$ cat src/rtl/mem_arb_pkg.sv
// Shared types and constants for the fetch/data memory arbiter.
// Latency: none (types, constants and a helper function only).
// Backpressure: not applicable.
// Contents: FSM state encoding, starvation limit default, starvation counter width.
package mem_arb_pkg;

   localparam int STARVE_LIMIT_DEF = 4;
   localparam int STARVE_W         = 3;

   typedef enum logic [2:0] {
      ST_IDLE    = 3'd0,
      ST_ISSUE_I = 3'd1,
      ST_ISSUE_D = 3'd2,
      ST_WAIT_I  = 3'd3,
      ST_WAIT_D  = 3'd4
   } arb_state_t;

   // Saturating increment for the starvation counter.
   function automatic logic [STARVE_W-1:0] sat_inc(input logic [STARVE_W-1:0] v);
      return (&v) ? v : v + STARVE_W'(1);
   endfunction

endpackage

$ cat src/rtl/mem_arb_prio.sv
// Grant selection between fetch and data requesters: data first, fetch on starvation.
// Latency: purely combinational.
// Backpressure: none; the caller only acts on the grant while idle.
// Ports: i_rd, d_rd, d_wr request lines; starve_cnt consecutive data grants
//        seen while a fetch waits; grant_i / grant_d one-hot (or both low).
module mem_arb_prio
   import mem_arb_pkg::*;
#(
   parameter int STARVE_LIMIT = STARVE_LIMIT_DEF
) (
   input  logic                i_rd,
   input  logic                d_rd,
   input  logic                d_wr,
   input  logic [STARVE_W-1:0] starve_cnt,
   output logic                grant_i,
   output logic                grant_d
);

   logic d_req;
   logic starved;

   assign d_req   = d_rd | d_wr;
   // A waiting fetch that has already lost STARVE_LIMIT times in a row takes this slot.
   assign starved = i_rd && (starve_cnt == STARVE_W'(STARVE_LIMIT));
   assign grant_d = d_req && !starved;
   assign grant_i = i_rd && !grant_d;

endmodule

$ cat src/rtl/mem_arbiter.sv
// Arbitrates a fetch port and a data port onto one stalling memory port.
// Latency: grant in IDLE, request on the next cycle; best-case completion one cycle after the request.
// Backpressure: x_stall holds each requester until its x_done; memory stalls via m_stall/m_done.
// Ports: clk/rst (async active-low); i_* fetch side; d_* data side;
//        m_* shared memory request/response; err sticky error flag.
module mem_arbiter
   import mem_arb_pkg::*;
#(
   parameter int STARVE_LIMIT = STARVE_LIMIT_DEF
) (
   input  logic        clk,
   input  logic        rst,
   input  logic        i_rd,
   input  logic [15:0] i_addr,
   output logic [15:0] i_rdata,
   output logic        i_done,
   output logic        i_stall,
   input  logic        d_rd,
   input  logic        d_wr,
   input  logic [15:0] d_addr,
   input  logic [15:0] d_wdata,
   output logic [15:0] d_rdata,
   output logic        d_done,
   output logic        d_stall,
   output logic [15:0] m_addr,
   output logic [15:0] m_wdata,
   output logic        m_rd,
   output logic        m_wr,
   input  logic [15:0] m_rdata,
   input  logic        m_done,
   input  logic        m_stall,
   input  logic        m_cachehit,
   input  logic        m_err,
   output logic        err
);

   arb_state_t          state, state_nxt;
   logic [STARVE_W-1:0] starve_cnt;
   logic                grant_i, grant_d;
   logic                idle, illegal;
   logic                i_cmpl, d_cmpl;
   logic                d_is_wr;
   logic [15:0]         i_rdata_q, d_rdata_q;
   logic                unused_dbg;

   // Cache-hit indication is observability only; nothing decides on it.
   assign unused_dbg = m_cachehit;

   mem_arb_prio #(.STARVE_LIMIT(STARVE_LIMIT)) u_prio (
      .i_rd       (i_rd),
      .d_rd       (d_rd),
      .d_wr       (d_wr),
      .starve_cnt (starve_cnt),
      .grant_i    (grant_i),
      .grant_d    (grant_d)
   );

   assign idle    = (state == ST_IDLE);
   // Simultaneous read+write is rejected in place: flagged, acknowledged, never issued.
   assign illegal = idle && grant_d && d_rd && d_wr;
   assign i_cmpl  = m_done && ((state == ST_ISSUE_I) || (state == ST_WAIT_I));
   assign d_cmpl  = m_done && ((state == ST_ISSUE_D) || (state == ST_WAIT_D));

   always_ff @(posedge clk or negedge rst) begin
      if (!rst) state <= ST_IDLE;
      else      state <= state_nxt;
   end

   always_comb begin
      state_nxt = state;
      m_rd      = 1'b0;
      m_wr      = 1'b0;
      case (state)
         ST_IDLE: begin
            if (grant_i)                  state_nxt = ST_ISSUE_I;
            else if (grant_d && !illegal) state_nxt = ST_ISSUE_D;
         end
         ST_ISSUE_I: begin
            m_rd = 1'b1;
            if (m_done)        state_nxt = ST_IDLE;
            else if (!m_stall) state_nxt = ST_WAIT_I;
         end
         ST_ISSUE_D: begin
            m_rd = !d_is_wr;
            m_wr = d_is_wr;
            if (m_done)        state_nxt = ST_IDLE;
            else if (!m_stall) state_nxt = ST_WAIT_D;
         end
         ST_WAIT_I: if (m_done) state_nxt = ST_IDLE;
         ST_WAIT_D: if (m_done) state_nxt = ST_IDLE;
         default:   state_nxt = ST_IDLE;
      endcase
   end

   always_ff @(posedge clk or negedge rst) begin
      if (!rst) begin
         m_addr     <= '0;
         m_wdata    <= '0;
         d_is_wr    <= 1'b0;
         starve_cnt <= '0;
         i_rdata_q  <= '0;
         d_rdata_q  <= '0;
         err        <= 1'b0;
      end else begin
         if (idle) begin
            if (grant_i) begin
               m_addr     <= i_addr;
               starve_cnt <= '0;
            end else if (grant_d) begin
               // Only count losses the fetch actually suffered.
               starve_cnt <= i_rd ? sat_inc(starve_cnt) : '0;
               if (!illegal) begin
                  m_addr  <= d_addr;
                  m_wdata <= d_wdata;
                  d_is_wr <= d_wr;
               end
            end else begin
               starve_cnt <= '0;
            end
         end
         if (i_cmpl) i_rdata_q <= m_rdata;
         if (d_cmpl) d_rdata_q <= m_rdata;
         if (illegal || (!idle && m_err)) err <= 1'b1;
      end
   end

   // Completion data is forwarded in the done cycle, then held from the register.
   assign i_done  = i_cmpl;
   assign d_done  = d_cmpl || (illegal && rst);
   assign i_rdata = i_cmpl ? m_rdata : i_rdata_q;
   assign d_rdata = d_cmpl ? m_rdata : d_rdata_q;
   assign i_stall = i_rd & ~i_done;
   assign d_stall = (d_rd | d_wr) & ~d_done;

endmodule

$ cat config.mk
export PLATFORM = sky130hd
export DESIGN_NAME = mem_arbiter
export DESIGN_NICKNAME = d
export VERILOG_FILES = /design/src/rtl/mem_arb_pkg.sv /design/src/rtl/mem_arb_prio.sv /design/src/rtl/mem_arbiter.sv
export SDC_FILE = /design/constraint.sdc
export NUM_CORES = 1
export LEC_CHECK = 0
export ABC_AREA = 1
export BUFFER_PORTS_ARGS = -buffer_cell sky130_fd_sc_hd__clkbuf_2
export CORE_MARGIN = 4
export CORE_UTILIZATION = 40
export CTS_BUF_LIST = sky130_fd_sc_hd__clkbuf_4
export DETAILED_ROUTE_END_ITERATION = 10
export GPL_ROUTABILITY_DRIVEN = 0
export HOLD_SLACK_MARGIN = 0.05
export MAX_ROUTING_LAYER = met4
export PLACE_DENSITY = 0.8
export SYNTH_ARGS = -nofsm -noshare
export SYNTH_HDL_FRONTEND = slang
export SYNTH_SLANG_ARGS = --single-unit
$ cat constraint.sdc
create_clock -name clk -period 1.43 [get_ports clk]
set_input_delay 0.0715 -clock clk [delete_from_list [all_inputs] [get_ports clk]]
set_output_delay 0.0715 -clock clk [all_outputs]
set_load 0.01 [all_outputs]
# Word-level counts from Yosys, hierarchy flattened
# Index checks and enable logic that the tools add are counted.
dict set report word_totals {
  reg_bits 72
  input_bits 73
  output_inout_bits 71
  word_cells 74
}
dict set report classes {
  add_sub_neg 1
  eq_ne 11
  mux 19
  bitwise 7
  reduce_logical 28
}
# operator count
set ops {}
lappend ops {{$mux W16} 5}
lappend ops {{$mux W3} 11}
lappend ops {{$pmux W3 S4} 1}
lappend ops {{$logic_and A1 B1 Y1} 11}
lappend ops {{$reduce_and A4 Y1} 2}
lappend ops {{$eq A3 B2 Y1 const B} 2}
lappend ops {{$eq A3 B3 Y1 const B} 2}
lappend ops {{$ne A3 B3 Y1 const B} 2}
lappend ops {{$reduce_and A3 Y1} 2}
lappend ops {{$logic_not A1 Y1} 5}
lappend ops {{$logic_or A1 B1 Y1} 4}
lappend ops {{$ne A4 B4 Y1 const B} 1}
lappend ops {{$not A1 Y1} 4}
lappend ops {{$add A3 B1 Y3 const B} 1}
lappend ops {{$eq A3 B1 Y1 const B} 1}
lappend ops {{$logic_not A3 Y1} 1}
lappend ops {{$ne A3 B2 Y1 const B} 1}
lappend ops {{$and A1 B1 Y1} 2}
lappend ops {{$ne A2 B1 Y1 const B} 1}
lappend ops {{$ne A2 B2 Y1 const B} 1}
lappend ops {{$pmux W1 S2} 1}
lappend ops {{$reduce_and A2 Y1} 1}
lappend ops {{$reduce_bool A2 Y1} 1}
lappend ops {{$reduce_or A2 Y1} 1}
lappend ops {{2 further kinds} 2}

# Depth between registers and ports, before layout
dict set report depth {
  word_depth 12
  mapped_depth 10
  depth_no_buf 9
}

# By module
# From an unflattened synthesis, not the netlist that was laid out.
dict set report hier_totals {
  cells_unflattened 362
  area_unflattened_um2 3274.4
}
# module instances cells_per_inst area_per_inst_um2 seq_area_each_um2
set modules_own_cells {}
lappend modules_own_cells {mem_arbiter 1 352 3225.6 1801.7}
lappend modules_own_cells {mem_arb_prio 1 10 48.8 0.0}

# Least setup slack after synthesis
# Ideal clock, no wire load.
dict set report synth_path {
  path_type {reg-to-reg}
  from {register state[2]}
  to {register i_rdata_q[10]}
  setup_ns 0.148
  t_arrival_ns 1.407
  required_ns 1.282
  setup_slack_ns -0.125
  path_stages_with_launch 5
  path_buffers 1
  period_less_slack_ns 1.555
  cell_sequence {dfrtp_1 nor3_2 inv_1 buf_2 o21ai_0}
}
dict set report synth_via {
  elab_chain_cells 4
  word_cells_on_any_way 5
  cone_classes {eq/ne (2); mux (1); reduce/logical (2)}
}
# element line_no
set synth_rtl {}
lappend synth_rtl {{from (decl)} mem_arbiter.sv:37} ;# arb_state_t state, state_nxt;
lappend synth_rtl {{from (signal assigned)} mem_arbiter.sv:66} ;# else state <= state_nxt;
lappend synth_rtl {{$eq A3 B1 Y1 / $eq A3 B2 Y1 (equally long branches)} mem_arbiter.sv:61} ;# assign i_cmpl = m_done && ((state == ST_ISSUE_I) || (state == ST_WAIT_I));
lappend synth_rtl {{$logic_or A1 B1 Y1 *} mem_arbiter.sv:61}
lappend synth_rtl {{$logic_and A1 B1 Y1 *} mem_arbiter.sv:61}
lappend synth_rtl {{via i_done} mem_arbiter.sv:16} ;# output logic i_done,
lappend synth_rtl {{$mux W16 *} --}
lappend synth_rtl {{via i_rdata[10]} mem_arbiter.sv:15} ;# output logic [15:0] i_rdata,
lappend synth_rtl {{to (signal assigned)} mem_arbiter.sv:121} ;# if (i_cmpl) i_rdata_q <= m_rdata;
lappend synth_rtl {{to (decl)} mem_arbiter.sv:43} ;# logic [15:0] i_rdata_q, d_rdata_q;
# The timed path passes the listed nets; every way through them passes the cells marked *.
# A chain may end at the register's enable or synchronous reset.

# Worst setup path after layout
dict set report layout_path {
  from {register state[0]}
  to {output port d_rdata[8]}
}
dict set report layout_via {
  elab_chain_cells 4
  word_cells_on_any_way 5
  cone_classes {eq/ne (2); mux (1); reduce/logical (2)}
}
# element line_no
set layout_rtl {}
lappend layout_rtl {{$eq A3 B2 Y1 / $eq A3 B3 Y1 (equally long branches)} mem_arbiter.sv:62} ;# assign d_cmpl = m_done && ((state == ST_ISSUE_D) || (state == ST_WAIT_D));
lappend layout_rtl {{$logic_or A1 B1 Y1 *} mem_arbiter.sv:62}
lappend layout_rtl {{$logic_and A1 B1 Y1 *} mem_arbiter.sv:62}
lappend layout_rtl {{$mux W16 *} --}
lappend layout_rtl {{to (decl)} mem_arbiter.sv:22} ;# output logic [15:0] d_rdata,
# Mark *: on every way between the ends. The rest lies on a longest branch, timed or not.

==> run_results.csv <==
group,metric,value,unit
outcome,status,"finished, violations left",
outcome,violations,"setup timing",
global_routing,met3_usage,4.529,%
route,avgRoutedWirePerCell,17.47,um
synthesis,synth_cells,394,
synthesis,synthTopCellsByArea,"dfrtp_1 55%, nand2_1 18%, o21ai_0 6.4%",
pwr,ir_worst_vdd,0.9488,mV
worst_setup_path,crit_top_cell,"nand2_4",
synthesis,yosys_warnings,0,
die,die_y,98.62,um
global_routing,met1_usage,26.17,%
synthesis,synth.yosys.seq_area_share,54.86,%
placed_design,io_buffers,142,
clock_tree,tritoncts,"done",
pwr,powerDensity,2070,nW/um^2
final_layout,final_cell_count_no_fill,763,
timing,setup_viol,77,
synthesis,syn_area,3284,um^2
final_layout,finalCoreUtilization,80.52,%
route,dr.pass1.iters,4,
synthesis,yosysUniqueCellTypes,26,
worst_hold_path,hold_class,"input pin to flip-flop",
route,viasPerCell,4.984,
global_routing,overflow,0,
synthesis,synth_top_area_share,54.86,%
die,rows,32,
global_routing,grt.total_usage,24.66,%
placed_design,placedInstanceArea,4262,um^2
placed_design,place_inst,646,
worst_setup_path,cp-end-kind,"output pin",
final_layout,design_area,6319,um^2
die,initial_core_util,41.85,%
worst_setup_path,worstPathMaxFanout,8,
worst_setup_path,r2r_start,"starve_cnt[0]",
die,die-width,98.62,um
timing,maxSlewViolCount,0,
timing,hold_viol,0,
clock_tree,clk_latency,0.42,ns
synthesis,syn_nets,470,
timing,postLayoutSetupSlackWorst,-0.4372,ns
final_layout,final_cell_mix,"128 x clkbuf_2, 111 x nand2_1, 71 x dfrtp_1, 66 x dlygate4sd3_1, 40 x inv_1",
clock_tree,clockBufferDepth,2,
placed_design,place_ws,-0.1085,ns
worst_setup_path,slowest_delay,0.42,ns
worst_setup_path,cp-startpoint,"state[0]",
route,drc,0,
clock_tree,clkTransAtPathRegs,0.13,ns
synthesis,yosys.area.top_type,"dfrtp_1",
pwr,p_leak,0.003321,uW
worst_hold_path,min_from,"m_rdata[10]",
timing,finalCritPeriodShare,130.6,%
global_routing,top_usage_layer,"met2",
clock_tree,htreeDepth,3,
worst_setup_path,crit_arrival,1.80,ns
timing,setup_tns,-18.67,ns
worst_setup_path,cp_cell_sequence,"inv_2, nand2_4, nand2_4, nand3_4, clkbuf_16, o21ai_2, buf_2",
timing,fmax,0.5356,GHz
final_layout,layout.nets,731,
timing,relSlewSlack,39.44,%
timing,rsz0062_at_grt,"yes",
timing,clock_skew,0.01834,ns
worst_setup_path,critical_path_class,"flip-flop to output pin",
clock_tree,cts_inserted_buffers,9,
timing,worstMarginPinSlew,0.9085,ns
route,drt-initial-drc-count,139,
die,core,7848,um^2
global_routing,grt_pass1_wl,18860,um
clock_tree,cts-root-buf,"clkbuf_4",
worst_setup_path,cp_slowest_cell,"dfrtp_1",
synthesis,syn_avg_cell_area,8.336,um^2
die,die-area,9725,um^2
global_routing,grt_max_degree,73,
worst_setup_path,required,1.36,ns
clock_tree,clkSinkCount,72,
timing,finalCriticalPeriod,1.867,ns
final_layout,mostFrequentLayoutCell,"clkbuf_2",
final_layout,n_fill_cell,449,
final_layout,drive_gt1_share,53.79,%
route,via_count,3803,
worst_setup_path,crit_path_start_kind,"flip-flop",
global_routing,use_met2,44.36,%
die,io_pins,144,
route,totalWireLength,13330,um
global_routing,antenna_found_initial,1,
synthesis,synth_seq_cells,72,
flow_run,maxCapViolations,0,
route,drtAntennaViolNets,0,
placed_design,hpwl,6167,um
global_routing,first_global_vias,4026,
final_layout,area_delta_synth_final,92.38,%
synthesized netlist by cell type:
library cell	instances
nand2_1	156
dfrtp_1	72
inv_1	44
o21ai_0	42
nand3_1	23
buf_2	10
o21ai_1	9
inv_2	4
nand2_4	4
nand4_1	4
nor2_1	4
ha_1	3
nand3_2	3
buf_4	2
clkbuf_2	2
inv_4	2
a21oi_1	1
buf_6	1
nand2_2	1
nand4_4	1
nor2_4	1
nor2_8	1
nor3_1	1
nor3_2	1
o21ai_2	1
o21bai_1	1
where the power goes:
part,internal [uW],total (uW),switching [uW]
clock,726,1530,807
combinational,3660,7980,4320
sequential,2970,3560,591
total,7360,13100,5720
stage by stage:
| stage | hold slack [ns] | power (uW) |
|---|---|---|
| final | 0.1042 | 13080 |
| after CTS | 0.05325 | 11350 |
| after floorplan | -0.2241 | 6072 |
| after global routing | 0.08935 | 13830 |
| after global placement | 0.2925 | 7981 |
| after detailed placement | 0.2954 | 8183 |
kinds of logic after synthesis:
family / Yosys count / synth area share [%]
AOI/OAI and AO/OA: 54 / 8.419
and+or+nand+nor: 200 / 27.09
adders and majority gates: 3 / 1.143
DFF: 72 / 54.86
buffers and inverters: 65 / 8.495
sequential cells by signal (all words and copies together) (netlist names):
name        flops
starve_cnt      3
err             1
d_rdata_q      16
m_addr         16
m_wdata        16
i_rdata_q      16
d_is_wr         1
state           3
timing repair:
action | in CTS | in global routing
cloned | 5 | 7
setup endpoints to repair | 71 | 80
endpoints found under the hold margin | 135 | 0
buffers inserted | 16 | 12
pin swaps | 33 | 24
resized for setup | 146 | 111
hold buffers | 66 | 0
routing by layer:
| layer | wire [um] | vias to the layer above |
|---|---|---|
| met5 | 0 | - |
| met4 | 514 | 0 |
| met3 | 645 | 53 |
| met2 | 7322 | 160 |
| met1 | 4844 | 1826 |
| li1 | - | 1764 |
worst max-delay path: cells and delay by family, from the launching register on:
kind / cells / cell delay, ns
buffers and inverters: 3 / 0.49
DFF: 1 / 0.42
and+or+nand+nor: 3 / 0.31
AOI/OAI and AO/OA: 1 / 0.17
area by class of cell:
class	instances	area, um^2	area share, %
antenna	1	2.502	0.03960
clock buffer	9	67.56	1.069
sequential	72	1803	28.53
multi-input combinational	259	1898	30.04
tap	102	127.6	2.020
timing repair buffer	262	2096	33.17
clock inverter	7	102.6	1.624
timing repair inverter	1	11.26	0.1782
inverter	50	210.2	3.327
worst paths after layout:
check	to	slack (ns)	depth (start not counted)
max	d_rdata[8]	-0.44	7
max in group asynchronous	state[2]	0.37	3
max reg2reg	m_addr[13]	-0.24	12
min	d_rdata_q[10]	0.10	4
min reg2reg	i_rdata_q[0]	0.49	2
min in group asynchronous	m_wdata[15]	0.44	3
Power figures use the tool's default switching activity.
